<file path="src/rtl/cpu_bus_master.sv">
// CPU-side requester for the shared two-CPU memory bus: one command slot, a REQ/GRANT/DONE handshake
// with the arbiter, and registered outputs. Define CPU_BUS_MASTER_TIMEOUT_EN to abort stuck transactions.
module cpu_bus_master #(
   parameter int unsigned TIMEOUT_CYCLES = 64
) (
   input  logic       clk_i,
   input  logic       rst_ni,
   input  logic       cmd_valid_i,
   output logic       cmd_ready_o,
   input  logic       cmd_rw_i,
   input  logic [7:0] cmd_addr_i,
   input  logic [7:0] cmd_wdata_i,
   output logic       rsp_valid_o,
   output logic [7:0] rsp_rdata_o,
   output logic       rsp_err_o,
   output logic       req_o,
   output logic [7:0] address_o,
   output logic [7:0] data_in_o,
   output logic       rw_select_o,
   input  logic       enable_i,
   input  logic [7:0] bus_rdata_i
);

   typedef enum logic [1:0] {IDLE, REQ, GRANT, DONE} state_e;

   state_e     state_q, state_d;
   logic       slot_full_q, slot_full_d;
   logic       slot_rw_q, slot_rw_d;
   logic [7:0] slot_addr_q, slot_addr_d;
   logic [7:0] slot_wdata_q, slot_wdata_d;
   logic       rsp_valid_q, rsp_valid_d;
   logic [7:0] rsp_rdata_q, rsp_rdata_d;
   logic       req_q, req_d;
   logic [7:0] address_q, address_d;
   logic [7:0] data_in_q, data_in_d;
   logic       rw_select_q, rw_select_d;
   logic       busy_d;

`ifdef CPU_BUS_MASTER_TIMEOUT_EN
   localparam int unsigned CNT_W = $clog2(TIMEOUT_CYCLES + 1);

   logic [CNT_W-1:0] cnt_q, cnt_d;
   logic             rsp_err_q, rsp_err_d;
   logic             timeout;

   assign timeout   = (state_q == REQ || state_q == GRANT) && (cnt_q == CNT_W'(TIMEOUT_CYCLES - 1));
   assign cnt_d     = (state_d != state_q || !(state_q == REQ || state_q == GRANT)) ? '0 : cnt_q + 1'b1;
   assign rsp_err_o = rsp_err_q;

   always_ff @(posedge clk_i or negedge rst_ni) begin
      if (!rst_ni) begin
         cnt_q     <= '0;
         rsp_err_q <= 1'b0;
      end else begin
         cnt_q     <= cnt_d;
         rsp_err_q <= rsp_err_d;
      end
   end
`else
   assign rsp_err_o = 1'b0;
`endif

   always_comb begin
      state_d      = state_q;
      slot_full_d  = slot_full_q;
      slot_rw_d    = slot_rw_q;
      slot_addr_d  = slot_addr_q;
      slot_wdata_d = slot_wdata_q;
      rsp_valid_d  = 1'b0;
      rsp_rdata_d  = 8'h00;

      case (state_q)
         IDLE:  if (slot_full_q) state_d = REQ;
         REQ:   if (enable_i) state_d = GRANT;
         GRANT: if (!enable_i) begin
            state_d     = DONE;
            rsp_rdata_d = slot_rw_q ? 8'h00 : bus_rdata_i;
         end
         DONE:  state_d = IDLE;
         default: state_d = IDLE;
      endcase

`ifdef CPU_BUS_MASTER_TIMEOUT_EN
      // A real grant edge or end-of-grant always wins over an abort in the same cycle.
      rsp_err_d = 1'b0;
      if (timeout && state_d == state_q) begin
         state_d   = DONE;
         rsp_err_d = 1'b1;
      end
`endif

      // Freeing the slot on DONE entry lets the core hand over the next command during rsp_valid.
      if (state_d == DONE && state_q != DONE) begin
         rsp_valid_d = 1'b1;
         slot_full_d = 1'b0;
      end

      if (cmd_valid_i && !slot_full_q) begin
         slot_full_d  = 1'b1;
         slot_rw_d    = cmd_rw_i;
         slot_addr_d  = cmd_addr_i;
         slot_wdata_d = cmd_wdata_i;
      end

      busy_d      = (state_d == REQ) || (state_d == GRANT);
      req_d       = busy_d;
      address_d   = busy_d ? slot_addr_q  : 8'h00;
      data_in_d   = busy_d ? slot_wdata_q : 8'h00;
      rw_select_d = busy_d ? slot_rw_q    : 1'b0;
   end

   always_ff @(posedge clk_i or negedge rst_ni) begin
      if (!rst_ni) begin
         state_q      <= IDLE;
         slot_full_q  <= 1'b0;
         slot_rw_q    <= 1'b0;
         slot_addr_q  <= 8'h00;
         slot_wdata_q <= 8'h00;
         rsp_valid_q  <= 1'b0;
         rsp_rdata_q  <= 8'h00;
         req_q        <= 1'b0;
         address_q    <= 8'h00;
         data_in_q    <= 8'h00;
         rw_select_q  <= 1'b0;
      end else begin
         state_q      <= state_d;
         slot_full_q  <= slot_full_d;
         slot_rw_q    <= slot_rw_d;
         slot_addr_q  <= slot_addr_d;
         slot_wdata_q <= slot_wdata_d;
         rsp_valid_q  <= rsp_valid_d;
         rsp_rdata_q  <= rsp_rdata_d;
         req_q        <= req_d;
         address_q    <= address_d;
         data_in_q    <= data_in_d;
         rw_select_q  <= rw_select_d;
      end
   end

   assign cmd_ready_o = !slot_full_q;
   assign rsp_valid_o = rsp_valid_q;
   assign rsp_rdata_o = rsp_rdata_q;
   assign req_o       = req_q;
   assign address_o   = address_q;
   assign data_in_o   = data_in_q;
   assign rw_select_o = rw_select_q;

endmodule

</file>
<file path="config.mk">
export PLATFORM = sky130hd
export DESIGN_NAME = cpu_bus_master
export DESIGN_NICKNAME = d
export VERILOG_FILES = /design/src/rtl/cpu_bus_master.sv
export SDC_FILE = /design/constraint.sdc
export NUM_CORES = 1
export LEC_CHECK = 0
export CORE_AREA = 4 4 65 67
export DETAILED_ROUTE_END_ITERATION = 10
export DIE_AREA = 0 0 69 71
export GPL_TIMING_DRIVEN = 0
export PLACE_DENSITY = 0.81
export SYNTH_ARGS = -nofsm -noshare
export SYNTH_HDL_FRONTEND = slang
export SYNTH_SLANG_ARGS = --single-unit
export TNS_END_PERCENT = 10
</file>
<file path="constraint.sdc">
create_clock -name clk_i -period 3.9 [get_ports clk_i]
set_clock_uncertainty 0.05 [all_clocks]
set_input_delay 0.78 -clock clk_i [delete_from_list [all_inputs] [get_ports clk_i]]
set_output_delay 0.78 -clock clk_i [all_outputs]
set_load 0.1 [all_outputs]
</file>
==> impl_metrics.json <==
{
  "status": "finished, final reports clean",
  "place_congestion": 0.838,
  "antenna_found_initial": 0,
  "synth-edff-count": 0,
  "critical_path_required_ns": 3.07,
  "rsz0062_at_grt": "false",
  "synth_cell_type_count": 18,
  "htreeDepth": 2,
  "port_buffers": 56,
  "cts_tree": "done",
  "netlist_area_mm2": 0.00170,
  "synth_top_area_cell": "dfrtp_1",
  "post-cts-setup-buffers": 0,
  "core_area_mm2": 0.00363,
  "num_rows": 22,
  "setup_viol_count_final": 0,
  "wl_per_cell_um": 14.3,
  "layout.nets": 200,
  "grt_max_degree": 46,
  "hold_violations": 0,
  "clock_latency_ns": 0.29,
  "hpwl_mm": 2.33,
  "cp-start-kind": "flip-flop",
  "ys_ff_latch": 47,
  "yosysTopAreaCellShare_pct": 69.3,
  "drv_slew": 0,
  "critPathLaunch": "slot_full_q",
  "cts_buffers": 5,
  "area_delta_synth_final_pct": 42.4,
  "clock_tree.root_cell": "clkbuf_8",
  "synthFlopType": "dfrtp_1",
  "ant_nets": 0,
  "tightest_slew_ns": 1.00,
  "grt.total_usage_pct": 14.5,
  "viasPerCell": 4.51,
  "syn-num-nets": 136,
  "cts.repair.resized": 0,
  "yosys_warnings": 0,
  "dr.pass1.iters": 2,
  "drt-initial-drc-count": 25,
  "clock_sinks": 47,
  "netlist_instances": 106,
  "ys_seq_area_share_pct": 69.3,
  "post-route-min-period_ns": 2.75,
  "relSlewSlack_pct": 32.9,
  "grt_pass1_vias": 1081,
  "yosysMostFrequentCell": "dfrtp_1",
  "max_freq_ghz": 0.364,
  "vias": 988,
  "synth-async-reset-ratio_pct": 100,
  "yosys-top-cells-count": "dfrtp_1, and2_1, mux2_4",
  "clkSlewWorstSetupHoldPaths_ns": 0.08,
  "holdBufCountCts": 0,
  "wirelength_mm": 3.13,
  "initial_core_util_pct": 46.7,
  "crit_type": "flip-flop to output pin",
  "io-pin-count": 58,
  "tns_ns": 0,
  "antenna_cells": 0,
  "overflow": 0,
  "crit_path_end_kind": "output pin",
  "fin_crit_sh_pct": 70.5,
  "hold_class": "primary input to asynchronous set/reset pin",
  "drc_errors": 0,
  "crit_fanout": 3,
  "die_height_um": 71,
  "avgSynthCellArea_um2": 16.0,
  "synth_area_leaders": "dfrtp_1, and2_1, mux2_4",
  "grt_pass1_wl_mm": 5.42,
  "drv_cap": 0,
  "cp.arrival_ns": 1.92,
  "cts_buffer_depth": 2,
  "rr_startpoint": "state_q[0]",
  "dieArea_mm2": 0.00490,
  "final_layout_size_suffix_gt1_share_pct": 18.1,
  "die_w_um": 69
}
==> state kept, by name (all words and copies together), names as in the netlist <==
name and count:
req_o 1, rw_select_o 1, slot_addr_q 8, state_q 2, rsp_rdata_o 8, slot_full_q 1, slot_rw_q 1, slot_wdata_q 8
rsp_valid_o 1, data_in_o 8, address_o 8
==> layout by cell type (no fill, tap or decap), drive strengths merged <==
cell,n
clkbuf,6
o31a,1
mux2i,1
nor2b,3
nor4b,1
o21bai,1
clkdlybuf4s50,55
and2,25
inv,1
buf,5
dfrtp,47
clkinv,3
conb,1
ha,1
nand2,1
mux2,17
o21ai,1
a21boi,1
==> stage by stage <==
step / hold slack [ns] / worst slack, ns / instance area [um^2] / util [%] / cells
detailed placement: 0.415 / 1.08 / 2330 / 64.2 / 211
floorplan: 0.399 / 1.97 / 1700 / - / 106
global placement: 0.408 / 0.924 / 2320 / 63.8 / 210
global route: 0.220 / 1.13 / 2420 / 66.5 / 219
finish: 0.228 / 1.15 / 2420 / 66.5 / 219
CTS: 0.214 / 1.14 / 2420 / 66.5 / 219
==> final timing paths <==
| kind | endpoint | depth (start not counted) | slack, ns |
|---|---|---|---|
| min in group clk_i | data_in_o[7] | 1 | 0.43 |
| max in group asynchronous | slot_addr_q[7] | 2 | 3.15 |
| max reg2reg | address_o[6] | 5 | 1.93 |
| min reg2reg | data_in_o[7] | 1 | 0.43 |
| max | cmd_ready_o | 2 | 1.15 |
| min | address_o[1] | 1 | 0.23 |
==> area by class of cell <==
cell class	instances	area (um^2)
buffer	4	33.8
fill	275	1220
inverter	1	3.75
timing repair buffer	57	576
sequential	47	1180
clock inverter	3	15.0
multi-input combinational	54	483
tap	48	60.1
clock buffer	5	68.8
==> critical path: stages (launching register included) <==
cell and delay, ns:
dfrtp_1 0.40, inv_1 0.09, clkdlybuf4s50_1 1.13
==> routing by layer <==
layer  GRT usage (%)  vias to the layer above  wire length, um
met2            22.5                       41             1510
li1                -                      470                -
met4            9.11                        0               78
met5               0                        -                0
met3            3.27                        6              172
met1            18.4                      471             1360
==> cells by family (layout without fill, tap and decap cells) <==
logic type	Yosys count	count (layout)	share of synthesized area, %
buf+inv	5	70	2.21
simple gates	30	30	11.9
other cells	1	1	0.221
flops	47	47	69.3
compound gates	4	4	1.70
fa+ha+maj	1	1	0.737
mux	18	18	13.9
Power is not shown: default switching activity piles up to over one toggle a cycle in this logic, so the estimate is an artifact.
